[src/rtl/result_ram_drain_if.sv]
// Control, result-RAM read port and output stream of the result RAM drain.
interface result_ram_drain_if #(
  parameter int AW         = 11,
  parameter int DATA_WIDTH = 32
);
  logic                  start;
  logic [AW-1:0]         base_addr;
  logic [AW:0]           length;
  logic                  busy;
  logic                  done;
  logic                  ram_rd_en;
  logic [AW-1:0]         ram_addr;
  logic [DATA_WIDTH-1:0] ram_data;
  logic                  valid;
  logic                  ready;
  logic [DATA_WIDTH-1:0] data;
  logic                  last;

  modport master (
    input  start, base_addr, length, ram_data, ready,
    output busy, done, ram_rd_en, ram_addr, valid, data, last
  );

  modport slave (
    output start, base_addr, length, ram_data, ready,
    input  busy, done, ram_rd_en, ram_addr, valid, data, last
  );
endinterface

[src/rtl/result_ram_drain.sv]
// Reads a contiguous (wrapping) window of the result RAM and streams it out on
// valid/ready, with a 2-entry buffer absorbing sink backpressure.
module result_ram_drain #(
  parameter int RAM_DEPTH  = 2048,
  parameter int DATA_WIDTH = 32
) (
  input  logic               clk,
  input  logic               rst_n,
  result_ram_drain_if.master bus
);
  // state | meaning
  // IDLE  | waiting for start
  // READ  | issuing RAM reads while the buffer has credit
  // DRAIN | all reads issued; emptying buffer until the last word is accepted
  localparam int AW = $clog2(RAM_DEPTH);
  localparam logic [1:0] IDLE  = 2'd0;
  localparam logic [1:0] READ  = 2'd1;
  localparam logic [1:0] DRAIN = 2'd2;
  localparam logic [AW-1:0] LAST_ADDR = AW'(RAM_DEPTH - 1);
  localparam logic [AW:0]   ONE_CNT   = (AW+1)'(1);

  logic [1:0]            state;
  logic [AW-1:0]         addr;
  logic [AW:0]           len;
  logic [AW:0]           issued;
  logic [AW:0]           popped;
  logic                  inflight;
  logic                  done;
  logic [DATA_WIDTH-1:0] buf_mem [2];
  logic                  wr_ptr;
  logic                  rd_ptr;
  logic [1:0]            count;

  logic       pop;
  logic       push;
  logic       rd_en;
  logic       last_word;
  logic [2:0] occupancy;

  assign pop       = (count != 2'd0) && bus.ready;
  assign push      = inflight;
  assign occupancy = {1'b0, count} + {2'b00, inflight};
  // A read is allowed only if its word is guaranteed a buffer slot on arrival.
  assign rd_en     = (state == READ) && (issued != len) &&
                     (occupancy < (3'd2 + {2'b00, pop}));
  assign last_word = (popped == (len - ONE_CNT));

  assign bus.busy      = (state != IDLE);
  assign bus.done      = done;
  assign bus.ram_rd_en = rd_en;
  assign bus.ram_addr  = addr;
  assign bus.valid     = (count != 2'd0);
  assign bus.data      = buf_mem[rd_ptr];
  assign bus.last      = (count != 2'd0) && last_word;

  always_ff @(posedge clk or negedge rst_n) begin
    if (!rst_n) begin
      state    <= IDLE;
      addr     <= '0;
      len      <= '0;
      issued   <= '0;
      popped   <= '0;
      inflight <= 1'b0;
      done     <= 1'b0;
    end else begin
      done     <= 1'b0;
      inflight <= rd_en;
      if (rd_en) begin
        addr   <= (addr == LAST_ADDR) ? '0 : addr + 1'b1;
        issued <= issued + ONE_CNT;
      end
      if (pop) begin
        popped <= popped + ONE_CNT;
      end
      case (state)
        IDLE: begin
          if (bus.start) begin
            if (bus.length != '0) begin
              state  <= READ;
              addr   <= bus.base_addr;
              len    <= bus.length;
              issued <= '0;
              popped <= '0;
            end else begin
              done <= 1'b1;
            end
          end
        end
        READ: begin
          if (rd_en && ((issued + ONE_CNT) == len)) begin
            state <= DRAIN;
          end
        end
        DRAIN: begin
          if (pop && last_word) begin
            state <= IDLE;
            done  <= 1'b1;
          end
        end
        default: state <= IDLE;
      endcase
    end
  end

  // Read data lands in the buffer the cycle after its strobe.
  always_ff @(posedge clk or negedge rst_n) begin
    if (!rst_n) begin
      buf_mem[0] <= '0;
      buf_mem[1] <= '0;
      wr_ptr     <= 1'b0;
      rd_ptr     <= 1'b0;
      count      <= 2'd0;
    end else begin
      if (push) begin
        buf_mem[wr_ptr] <= bus.ram_data;
        wr_ptr          <= ~wr_ptr;
      end
      if (pop) begin
        rd_ptr <= ~rd_ptr;
      end
      count <= count + {1'b0, push} - {1'b0, pop};
    end
  end
endmodule

[src/flat_wrapper.sv]
// flat-port wrapper written by rule: the top's interface ports become plain ports
module result_ram_drain_flat 
#(
  parameter int RAM_DEPTH  = 2048,
  parameter int DATA_WIDTH = 32
)
  (clk, rst_n, bus_start, bus_base_addr, bus_length, bus_ram_data, bus_ready, bus_busy, bus_done, bus_ram_rd_en, bus_ram_addr, bus_valid, bus_data, bus_last);
  result_ram_drain_if #(.AW((11)), .DATA_WIDTH(DATA_WIDTH)) bus_i ();
  input  logic clk;
  input  logic rst_n;
  input wire logic [$bits(bus_i.start)-1:0] bus_start;
  input wire logic [$bits(bus_i.base_addr)-1:0] bus_base_addr;
  input wire logic [$bits(bus_i.length)-1:0] bus_length;
  input wire logic [$bits(bus_i.ram_data)-1:0] bus_ram_data;
  input wire logic [$bits(bus_i.ready)-1:0] bus_ready;
  output wire logic [$bits(bus_i.busy)-1:0] bus_busy;
  output wire logic [$bits(bus_i.done)-1:0] bus_done;
  output wire logic [$bits(bus_i.ram_rd_en)-1:0] bus_ram_rd_en;
  output wire logic [$bits(bus_i.ram_addr)-1:0] bus_ram_addr;
  output wire logic [$bits(bus_i.valid)-1:0] bus_valid;
  output wire logic [$bits(bus_i.data)-1:0] bus_data;
  output wire logic [$bits(bus_i.last)-1:0] bus_last;
  assign bus_i.start = bus_start;
  assign bus_i.base_addr = bus_base_addr;
  assign bus_i.length = bus_length;
  assign bus_i.ram_data = bus_ram_data;
  assign bus_i.ready = bus_ready;
  assign bus_busy = bus_i.busy;
  assign bus_done = bus_i.done;
  assign bus_ram_rd_en = bus_i.ram_rd_en;
  assign bus_ram_addr = bus_i.ram_addr;
  assign bus_valid = bus_i.valid;
  assign bus_data = bus_i.data;
  assign bus_last = bus_i.last;
  result_ram_drain #(.RAM_DEPTH(RAM_DEPTH), .DATA_WIDTH(DATA_WIDTH)) u_core (.clk(clk), .rst_n(rst_n), .bus(bus_i));
endmodule
[config.mk]
export PLATFORM = sky130hd
export DESIGN_NAME = result_ram_drain_flat
export DESIGN_NICKNAME = d
export VERILOG_FILES = /design/src/rtl/result_ram_drain_if.sv /design/src/rtl/result_ram_drain.sv /design/src/flat_wrapper.sv
export SDC_FILE = /design/constraint.sdc
export NUM_CORES = 1
export LEC_CHECK = 0
export BUFFER_PORTS_ARGS = -buffer_cell sky130_fd_sc_hd__buf_2
export CORE_MARGIN = 2
export CORE_UTILIZATION = 53
export DETAILED_ROUTE_END_ITERATION = 6
export HOLD_SLACK_MARGIN = 0.06
export PLACE_DENSITY = 0.76
export SYNTH_ARGS = -nofsm -noshare
export SYNTH_HDL_FRONTEND = slang
export SYNTH_SLANG_ARGS = --single-unit
export TNS_END_PERCENT = 10
[constraint.sdc]
create_clock -name clk -period 7.5 [get_ports clk]
set_input_delay 0.375 -clock clk [delete_from_list [all_inputs] [get_ports clk]]
set_output_delay 0.375 -clock clk [all_outputs]
set_load 0.03 [all_outputs]
* Word-level counts from Yosys, hierarchy flattened
Cells that the tools add are included.
** Operators by class
- $add $sub $neg :: 8
- Order comparisons :: 4
- Eq/ne operators :: 10
- Mux-type cells :: 28
- Bitwise logic cells :: 4
- Reduce and logical (&&, ||, !) cells :: 13
** Operators with widths (number)
- 2-to-1 mux 32 bit :: 4
- 2-to-1 mux 12 bit :: 8
- bitwise mux 64 bit :: 1
- 2-to-1 mux 11 bit :: 5
- demux 32 bit (select 1 bit) :: 1
- adder 12 x 1 -> 12 bit, second input constant :: 2
- == test 12 bit :: 2
- != test 12 bit :: 1
- nonzero test 12 bit :: 1
- subtractor 12 x 1 -> 12 bit, second input constant :: 1
- adder 11 x 1 -> 11 bit, second input constant :: 1
- == test 11 bit, second input constant :: 1
- 2-to-1 mux 2 bit :: 4
- logical AND 1 bit :: 7
- case mux 2 bit (3 select lines) :: 1
- >= comparator 2 bit, second input constant :: 2
- != test 2 x 1 -> 1 bit, second input constant :: 2
- != test 2 bit, second input constant :: 2
- inverter 1 -> 2 bit :: 2
- AND reduction 4 bit :: 1
- nonzero test 2 bit :: 2
- adder 2 x 1 -> 3 bit :: 1
- adder 2 x 1 -> 3 bit, first input constant :: 1
- less-than comparator 3 bit :: 1
- other kinds (10) :: 13
** Storage, ports and cells
- Register bits after elaboration :: 119
- Output and inout port bits :: 48

* Depth between registers and ports, before layout
Gate-level depths: netlist (run 1).
- Depth in word-level cells :: 9
- Depth in mapped cells :: 10

* Worst setup path before layout (run 1)
OpenSTA, ideal clock, no wires.
- Path kind :: register -> output
- From :: register u_core.len[0]
- To :: output port bus_last
- Arrival :: 2.053 ns
- Required time :: 7.125 ns
- Setup slack :: 5.072 ns
- Cell stages (with the launch flop) :: 9
- Cells stage by stage :: dfrtp_1 -> inv_1 -> ha_1 -> nor3b_1 -> xnor2_1 -> o31ai_1 -> a32o_1 -> nand2_1 -> nor2_1
** On the way
- Longest elaborated chain between the ends :: 3
** RTL lines
- start, declared :: line result_ram_drain.sv:24 : logic [AW:0] len;
- start signal, assigned :: line result_ram_drain.sv:81 : len <= bus.length;
- subtractor 12 x 1 -> 12 bit :: line result_ram_drain.sv:46 : assign last_word = (popped == (len - ONE_CNT));
- == test 12 bit :: line result_ram_drain.sv:46
- logical AND 1 bit :: line result_ram_drain.sv:54 : assign bus.last = (count != 2'd0) && last_word;
- end, declared :: line flat_wrapper.sv:22 : output wire logic [$bits(bus_i.last)-1:0] bus_last;
No other way between the ends.

* Worst setup path after layout (run 1)
- From :: register u_core.count[0]
- To :: output port bus_ram_rd_en
** On the way
- Longest elaborated chain between the ends :: 5
- Elaborated cells between the ends (all ways) :: 6
- Classes of those cells :: 2 x add/sub; 1 x order compare; 3 x reduce/logical
** RTL lines
- start, declared :: line result_ram_drain.sv:32 : logic [1:0] count;
- start signal, assigned :: line result_ram_drain.sv:121 : count <= count + {1'b0, push} - {1'b0, pop};
- nonzero test 2 bit :: line result_ram_drain.sv:40 : assign pop = (count != 2'd0) && bus.ready;
- logical AND 1 bit :: line result_ram_drain.sv:40
- adder 2 x 1 -> 3 bit :: line result_ram_drain.sv:45 : (occupancy < (3'd2 + {2'b00, pop}));
- less-than comparator 3 bit * :: line result_ram_drain.sv:45
- logical AND 1 bit * :: line result_ram_drain.sv:44 : assign rd_en = (state == READ) && (issued != len) &&
- end, declared :: line flat_wrapper.sv:18 : output wire logic [$bits(bus_i.ram_rd_en)-1:0] bus_ram_rd_en;
Every way passes the cells marked *; elsewhere a longest branch is shown, timed or not.

==> out/summary.txt, run 1 <==
outcome -> completed
pre-CTS setup slack -> 4.68 ns
Final WS setup -> 4.22 ns
PostCTS Resize Cnt -> 0
fmax -> 305 MHz
number of placed I/O pins -> 107
clk slew on worst S/H paths -> 0.06 ns
die extent in x -> 112 µm
CTS Buffer Depth -> 2
clock sink total -> 119
All-Layer GR Usage -> 24.1%
Async SR Flop Fraction -> 100%
HPWL after DPL -> 9.81 mm
Post-synth EDFFs -> 0
most common cell after layout, fill and taps aside -> dfrtp_1
Pleak -> 3.23 nW
final hold vios -> 0
CTS tree -> done
VDD IR max -> 405 µV
CP Capture Type -> output port
cts hold-fix bufs -> 1
r2r setup slk -> 4.75 ns
Design Area, Final -> 7420 µm²
Critical Path RT -> 7.12 ns
Buf/Inv on CP -> 2
Core ar. -> 11,400 µm²
Synth Area in Compound Gates -> 5.45%
Post-Synth Simple-Gate Area -> 15.3%
Vias per Instance -> 5.70
Post-CTS Setup Repair Bufs -> 0
cells along the critical path -> ha_1 -> ha_1 -> o21ai_1 -> or3b_1 -> or2_1 -> clkinv_1 -> buf_2
fillers -> 916
CP max stage cell -> or3b_1
CP startpoint kind -> register
multi-input logic area -> 3050 µm²
initial antenna violation count -> 0
most frequent cells in the layout -> dfrtp_1, buf_2, mux2_2
GPL Wtd Cong -> 0.888
max_slew headroom -> 46.9%
Sw Ratio -> 42.6%
Final Skew -> 0.00753 ns
via count -> 4,735
Sequential Power Share -> 32.0%
Layout area overhead -> 19.6%
Comb pwr share -> 47.1%
Slew Viols, Final -> 0
vias in the first global route -> 4,946
Post-Synth Adder-Cell Area -> 1.61%
residual DRC count -> 0
worst-margin pin slew -> 0.797 ns
post-synthesis cell area -> 6200 µm²
# port buffers -> 106
placed instance area -> 6830 µm²
main combinational cell family by area after synthesis -> multiplexers
max cap viols -> 0
clock power share -> 20.9%
fin nets -> 742
Mapped Cells -> 575
hold_ws -> 0.161 ns
CTS root buffer -> clkbuf_16
largest net degree at the start of global routing -> 65
P per Cell Area -> 510 nW/µm²
Tcrit/Tclk final -> 43.7%
post-synthesis mux area share -> 17.6%
Initial DRC Count -> 269
YS warnings -> 0
delay-heaviest family, CP -> simple AND/OR/NAND/NOR gates
RSZ-0062 raised after global routing -> false
Most common cell on crit path -> ha_1
sw power -> 1.61 mW
synth unique cells -> 53
WP data arrival -> 2.90 ns
Synth Net Count -> 642
fin crit period -> 3.28 ns
global-route wire length before repair -> 24.1 mm
hold crit path type -> in2reg
Worst-Skew Late Latency -> 0.42 ns
cell row count -> 39
Largest stage delay, worst path -> 0.56 ns
Die Area -> 12,600 µm²
final wirelength -> 14.4 mm
TNS Setup -> 0 ns
CP Class -> reg2out
Overflow after GRT -> 0
Setup violations, final -> 0
flops & latches, synth -> 119
FF+latch area -> 2980 µm²
first-pass iteration count of the detailed router -> 5
die height -> 112 µm
ys flop type -> dfrtp_1
H-tree Lvls -> 4
Antenna diodes -> 0
XOR/XNOR share of the synthesized area -> 9.18%
Initial Util -> 54.3%
total CTS buffers -> 17
Avg Cell Area, Syn -> 10.8 µm²
layout cell share with drive strength beyond 1 -> 35.9%
Critical Path Fanout Max -> 17
sequential share of the synthesized area -> 48.0%
Pint -> 2.17 mW
DRT antenna net count -> 0
drt wl/cell -> 17.4 µm
total power -> 3.78 mW
## Yosys cell counts, drive strengths merged (2+ instances only)
master / number / area share [%]
a2111oi: 2 / 0.28
a211oi: 3 / 0.36
a21oi: 11 / 0.89
a31oi: 5 / 0.50
and2: 2 / 0.20
and3: 6 / 0.61
and4: 2 / 0.28
buf: 10 / 0.85
clkbuf: 22 / 1.3
dfrtp: 119 / 48
ha: 8 / 1.6
inv: 10 / 0.61
mux2: 96 / 17
nand2: 67 / 4.1
nand2b: 3 / 0.30
nand3: 15 / 1.2
nand3b: 3 / 0.36
nand4: 8 / 0.81
nand4b: 3 / 0.42
nor2: 33 / 2.0
nor3: 10 / 0.89
nor3b: 4 / 0.48
nor4: 14 / 1.4
nor4bb: 2 / 0.32
o211ai: 2 / 0.24
o21a: 2 / 0.24
o21ai: 21 / 1.8
o31ai: 3 / 0.36
or2: 3 / 0.30
or3: 6 / 0.61
or3b: 2 / 0.28
xnor2: 47 / 6.6
xor2: 18 / 2.5
## layout make-up
class | instances | area share, %
multi-input cells | 413 | 41.1
flip-flops and latches | 119 | 40.1
repair buffers | 113 | 7.93
clock buffers | 18 | 5.92
well taps | 143 | 2.41
clock inverters | 14 | 1.91
inverters | 11 | 0.557
## worst reg2reg max path, cell delays in order (launching register included)
cell,delay (ns)
dfrtp_1,0.41
ha_1,0.22
ha_1,0.27
o21ai_1,0.06
or3b_1,0.63
or2_1,0.44
or4_1,0.53
o211ai_1,0.10
## flip-flops by register name, summed over array words and instances (netlist names)
register and count:
u_core.len 12, u_core.bus.ram_addr 11, u_core.bus.done 1, u_core.popped 12
u_core.issued 12, u_core.inflight 1, u_core.state 2, u_core.buf_mem 64
u_core.count 2, u_core.wr_ptr 1, u_core.rd_ptr 1
## metrics by stage
| step | instances | utilization, % |
|---|---|---|
| finish | 831 | 65.0 |
| global route | 831 | 65.0 |
| CTS | 831 | 65.0 |
| detailed placement | 798 | 59.8 |
| global placement | 798 | 59.8 |
| floorplan | 575 | - |
## worst paths after layout
path                                                 from                          endpoint  cells past startpoint
setup / recovery                u_core.count[0]$_DFF_PN0_                     bus_ram_rd_en                      7
hold / removal                              bus_length[7]         u_core.len[7]$_DFFE_PN0P_                      3
setup reg to reg                u_core.count[0]$_DFF_PN0_  u_core.bus.ram_addr[3]$_DFF_PN0_                      7
hold reg to reg            u_core.buf_mem[10]$_DFFE_PN0P_    u_core.buf_mem[10]$_DFFE_PN0P_                      1
max in group asynchronous                           rst_n    u_core.buf_mem[25]$_DFFE_PN0P_                      3
min in group asynchronous                           rst_n        u_core.issued[5]$_DFF_PN0_                      2
## per-layer routing
layer | GRT usage (%) | vias to the layer above | routed length, µm
met2 | 38.2 | 140 | 6950
met1 | 30.4 | 2344 | 6220
met5 | 0 | - | 0
met4 | 11.2 | 0 | 392
met3 | 7.72 | 36 | 867
li1 | - | 2215 | -
## power by group through the flow
stage	logic, mW	registers [mW]	clock network [mW]
final	1.78	1.21	0.792
after global routing	1.93	1.25	0.830
after detailed placement	1.77	1.21	0
after CTS	1.79	1.20	0.803
after floorplan	1.40	1.15	0
after global placement	1.73	1.19	0
## kinds of logic (layout without fill, tap and decap cells)
group,after synthesis,after routing
buffers and inverters,43,156
adder cells (fa/ha/maj),8,8
XOR/XNOR,65,65
AO/OA/AOI/OAI,55,55
multiplexers,97,97
flip-flops,119,119
AND/OR/NAND/NOR,188,188
(Power assumes the default switching activity.)
==> inputs of run 2 (changes only) <==
Clock period 7.5 ns to 3.2 ns, I/O delays scaled along.
==> run 2 against run 1 <==
Against the previous run: sequential share of layout area shrank 3.1 points; non-clock buffer count grew 58; critical endpoint is now bus_last; clock-buffer cell count grew 1; global-route usage grew 1.2 points; clock power grew to 2.6 times the previous value; largest cell class unchanged.
==> out/summary.txt, run 2 (synthesis gave the netlist of run 1 again) <==
Highest Signal Layer -> met4
fmax -> 346 MHz
All-Layer GR Usage -> 25.3%
max cap viols -> 0
H-tree Lvls -> 4
Overflow after GRT -> 0
pre-CTS setup slack -> 0.634 ns
drt wl/cell -> 17.1 µm
Critical Path Fanout Max -> 5
fin nets -> 800
worst-margin pin slew -> 0.788 ns
initial antenna violation count -> 0
Final WS setup -> 0.313 ns
CTS root buffer -> clkbuf_16
cell row count -> 39
Setup violations, final -> 0
Final Skew -> 0.0105 ns
global-route wire length before repair -> 25.5 mm
CP Class -> reg2out
final wirelength -> 15.2 mm
Initial DRC Count -> 310
WP data arrival -> 2.73 ns
PostCTS Resize Cnt -> 0
die height -> 112 µm
Pleak -> 3.50 nW
Vias per Instance -> 5.54
fin crit period -> 2.89 ns
Critical Path RT -> 3.04 ns
sw power -> 3.81 mW
max_slew headroom -> 47.3%
Sequential Power Share -> 31.4%
clock power share -> 22.4%
VDD IR max -> 923 µV
Core ar. -> 11,400 µm²
most frequent cells in the layout -> dfrtp_1, buf_2, mux2_2
Die Area -> 12,600 µm²
CP Capture Type -> output port
Sw Ratio -> 41.4%
first-pass iteration count of the detailed router -> 4
P per Cell Area -> 1140 nW/µm²
Worst-Skew Late Latency -> 0.43 ns
Tcrit/Tclk final -> 90.2%
DRT antenna net count -> 0
hold crit path type -> in2reg
HPWL after DPL -> 9.70 mm
CTS Buffer Depth -> 2
placed instance area -> 6850 µm²
via count -> 4,925
# port buffers -> 106
outcome -> completed
residual DRC count -> 0
largest net degree at the start of global routing -> 63
max reg flops -> 64
CP startpoint kind -> register
Comb pwr share -> 46.2%
Layout area overhead -> 29.8%
M1 WL -> 6.27 mm
layout cell share with drive strength beyond 1 -> 33.4%
Pint -> 5.39 mW
Slew Viols, Final -> 0
clock sink total -> 119
Initial Util -> 54.3%
Biggest register -> u_core.buf_mem
die extent in x -> 112 µm
GPL Wtd Cong -> 0.960
TNS Setup -> 0 ns
metal3 WL -> 774 µm
Design Area, Final -> 8050 µm²
Antenna diodes -> 0
clk slew on worst S/H paths -> 0.06 ns
CTS tree -> done
total CTS buffers -> 17
vias in the first global route -> 5,231
RSZ-0062 raised after global routing -> false
met2 WL post-DR -> 7.77 mm
most common cell after layout, fill and taps aside -> dfrtp_1
number of placed I/O pins -> 107
final hold vios -> 0
## run 2: cell count changes in the layout (fill, tap and decap cells not counted)
| cell | change |
|---|---|
| inv_6 | -1 |
| buf_4 | +3 |
| bufinv_16 | +3 |
| clkinv_4 | -2 |
| dlygate4sd3_1 | +55 |
| clkbuf_1 | +1 |
| inv_8 | -1 |
## run 2: final cells by class
| type | instances | area [µm²] |
|---|---|---|
| Inverter | 11 | 41.3 |
| Clock inverter | 13 | 194 |
| Multi-Input combinational cell | 413 | 3050 |
| Clock buffer | 19 | 443 |
| Timing Repair Buffer | 171 | 1160 |
| Tap cell | 143 | 179 |
| Fill cell | 793 | 3370 |
| Sequential cell | 119 | 2980 |
## run 2: per-layer routing
layer	GRT usage [%]	vias up
met3	6.48	35
met2	43.4	148
met1	29.9	2412
met4	12.2	0
li1	-	2330
met5	0	-
## run 2: stage by stage
stage	std cells	hold slack, ns	power [mW]	utilization, %
after floorplan	575	-0.136	5.98	-
after global placement	801	0.281	6.83	60.0
after global routing	889	0.145	9.69	70.5
after detailed placement	801	0.297	7.01	60.0
after CTS	889	0.128	9.17	70.5
final	889	0.125	9.19	70.5
## run 2: critical path, cell delays in order, from the launching register on
cell and delay, ns:
dfrtp_1 0.44, inv_1 0.09, ha_1 0.27, nor3b_1 0.53, xnor2_1 0.14, o31ai_1 0.23
a32o_1 0.17, nand2_1 0.05, nor2_1 0.15, buf_2 0.23
## run 2: worst paths after layout
| check | from | to | slack (ns) | cells past startpoint |
|---|---|---|---|---|
| max reg2reg | u_core.count[0]$_DFF_PN0_ | u_core.bus.ram_addr[3]$_DFF_PN0_ | 0.65 | 8 |
| max | u_core.len[1]$_DFFE_PN0P_ | bus_last | 0.31 | 9 |
| min in group asynchronous | rst_n | u_core.len[3]$_DFFE_PN0P_ | 0.37 | 2 |
| min reg2reg | u_core.buf_mem[22]$_DFFE_PN0P_ | u_core.buf_mem[22]$_DFFE_PN0P_ | 0.50 | 1 |
| max in group asynchronous | rst_n | u_core.popped[7]$_DFF_PN0_ | 1.92 | 3 |
| min | bus_ready | u_core.rd_ptr$_DFFE_PN0P_ | 0.12 | 3 |
## run 2: repair_timing
action | in CTS | in global routing
setup endpoints to repair | 0 | 0
setup buffers | 0 | 0
hold endpoints to repair | 147 | 0
hold buffers | 56 | 0
## run 2: power by group through the flow
stage	combinational, mW	clock [mW]	sequential, mW
after floorplan	3.29	0	2.70
after global placement	4.03	0	2.81
after detailed placement	4.15	0	2.86
after CTS	4.24	2.08	2.86
after global routing	4.57	2.15	2.97
final	4.25	2.06	2.88
==> inputs of run 3 (changes only) <==
Settings changed: CORE_MARGIN 2 to 5.
==> run 3 against run 2 <==
Against the previous run: clock skew decreased by 0.0013 ns; power decreased by 0.98%; worst hold slack improved by 0.034 ns; cell area decreased by 0.36%; combinational power about the same; utilization decreased by 0.55 points; critical path depth unchanged; sequential share of layout area increased by 0.13 points; wire length increased by 3.6%; non-clock buffer count decreased by 1; largest power group unchanged.
==> out/summary.txt, run 3 (synthesis gave the netlist of run 1 again) <==
outcome -> completed
Comb pwr share -> 47.0%
H-tree Lvls -> 4
initial antenna violation count -> 0
Vias per Instance -> 5.69
worst-margin pin slew -> 0.986 ns
Design Area, Final -> 8020 µm²
GPL Wtd Cong -> 0.911
first-pass iteration count of the detailed router -> 5
Sw Ratio -> 41.0%
Sequential Power Share -> 31.4%
Worst R2R Path Depth -> 8
final hold vios -> 0
fin crit period -> 2.92 ns
CP startpoint kind -> register
Non-Filler Instances -> 886
RSZ-0062 raised after global routing -> false
cell row count -> 39
CTS tree -> done
CTS Buffer Depth -> 2
CP Capture Type -> output port
die extent in x -> 118 µm
most common cell after layout, fill and taps aside -> dfrtp_1
drt wl/cell -> 17.8 µm
Critical Path RT -> 3.04 ns
max_slew headroom -> 34.3%
TNS Setup -> 0 ns
max cap viols -> 0
Cells after DPL -> 800
Initial Util -> 54.1%
Overflow after GRT -> 0
residual DRC count -> 0
clock power share -> 21.6%
die height -> 118 µm
most frequent cells in the layout -> dfrtp_1, buf_2, mux2_2
global-route wire length before repair -> 27.3 mm
Post-CTS Setup Repair Bufs -> 0
DRT antenna net count -> 0
clock sink total -> 119
number of placed I/O pins -> 107
final wirelength -> 15.8 mm
Core ar. -> 11,500 µm²
Pint -> 5.37 mW
# port buffers -> 106
placed instance area -> 6860 µm²
Final Skew -> 0.00923 ns
Tcrit/Tclk final -> 91.4%
WP data arrival -> 2.76 ns
vias in the first global route -> 5,557
total CTS buffers -> 17
clk slew on worst S/H paths -> 0.05 ns
VDD IR max -> 932 µV
Pleak -> 3.49 nW
PostCTS Resize Cnt -> 0
Worst-Skew Late Latency -> 0.42 ns
Biggest register -> u_core.buf_mem
CTS root buffer -> clkbuf_16
fmax -> 342 MHz
largest net degree at the start of global routing -> 75
Antenna diodes -> 0
Setup violations, final -> 0
total power -> 9.10 mW
P per Cell Area -> 1140 nW/µm²
Layout area overhead -> 29.3%
cts hold-fix bufs -> 56
max reg flops -> 64
layout cell share with drive strength beyond 1 -> 32.7%
fin nets -> 799
sw power -> 3.74 mW
hold crit path type -> in2reg
CP Class -> reg2out
Initial DRC Count -> 326
Die Area -> 14,000 µm²
Critical Path Fanout Max -> 5
via count -> 5,040
HPWL after DPL -> 10.1 mm
Slew Viols, Final -> 0
All-Layer GR Usage -> 23.8%
hold path depth -> 3
==> run 3: changes by cell type in the layout (fill, tap and decap cells not counted) <==
cell        before  now
clkbuf_1         1    4
clkinv_4         2    1
buf_4           10    8
buf_12           0    1
inv_6            3    0
clkinvlp_4       4    2
clkinv_2         0    1
==> run 3: area by class of cell <==
type / count / area, µm²
fill: 834 / 3450
multi-input combinational: 413 / 3050
sequential: 119 / 2980
timing repair buffer: 170 / 1170
clock buffer: 22 / 454
tap: 143 / 179
clock inverter: 8 / 149
inverter: 11 / 41.3
==> run 3: routing by layer <==
metal | global-route usage, % | part of all wire, %
met2 | 40.0 | 50
met4 | 9.75 | 2.4
met3 | 8.02 | 6.6
met5 | 0 | 0
met1 | 28.0 | 41
==> run 3: path summary, 6_finish.rpt <==
kind	startpoint	endpoint	slack, ns
max	u_core.len[1]$_DFFE_PN0P_	bus_last	0.28
min	bus_ready	u_core.rd_ptr$_DFFE_PN0P_	0.16
max reg2reg	u_core.count[0]$_DFF_PN0_	u_core.bus.ram_addr[3]$_DFF_PN0_	0.61
min reg2reg	u_core.buf_mem[56]$_DFFE_PN0P_	u_core.buf_mem[56]$_DFFE_PN0P_	0.50
max in group asynchronous	rst_n	u_core.buf_mem[0]$_DFFE_PN0P_	1.98
min in group asynchronous	rst_n	u_core.bus.ram_addr[6]$_DFF_PN0_	0.45
==> run 3: power groups by stage <==
stage / sequential (mW) / combinational (mW) / clock [mW]
detailed placement: 2.84 / 4.18 / 0
global placement: 2.78 / 4.08 / 0
CTS: 2.83 / 4.27 / 1.99
floorplan: 2.70 / 3.29 / 0
global route: 2.95 / 4.66 / 2.08
finish: 2.86 / 4.28 / 1.96
==> run 3: per-stage QoR <==
step	utilization [%]	hold WS (ns)	worst slack [ns]
5_1_grt	69.9	0.163	0.102
4_1_cts	69.9	0.138	0.277
6_report	69.9	0.159	0.276
2_1_floorplan	-	-0.136	0.803
3_5_place_dp	59.8	0.374	0.632
3_3_place_gp	59.8	0.360	0.698
==> run 3: worst max-delay path, stage by stage (launching register included) <==
cell     delay (ns)
dfrtp_1        0.45
inv_1          0.10
ha_1           0.28
nor3b_1        0.57
xnor2_1        0.15
o31ai_1        0.22
a32o_1         0.18
nand2_1        0.06
nor2_1         0.12
buf_2          0.21
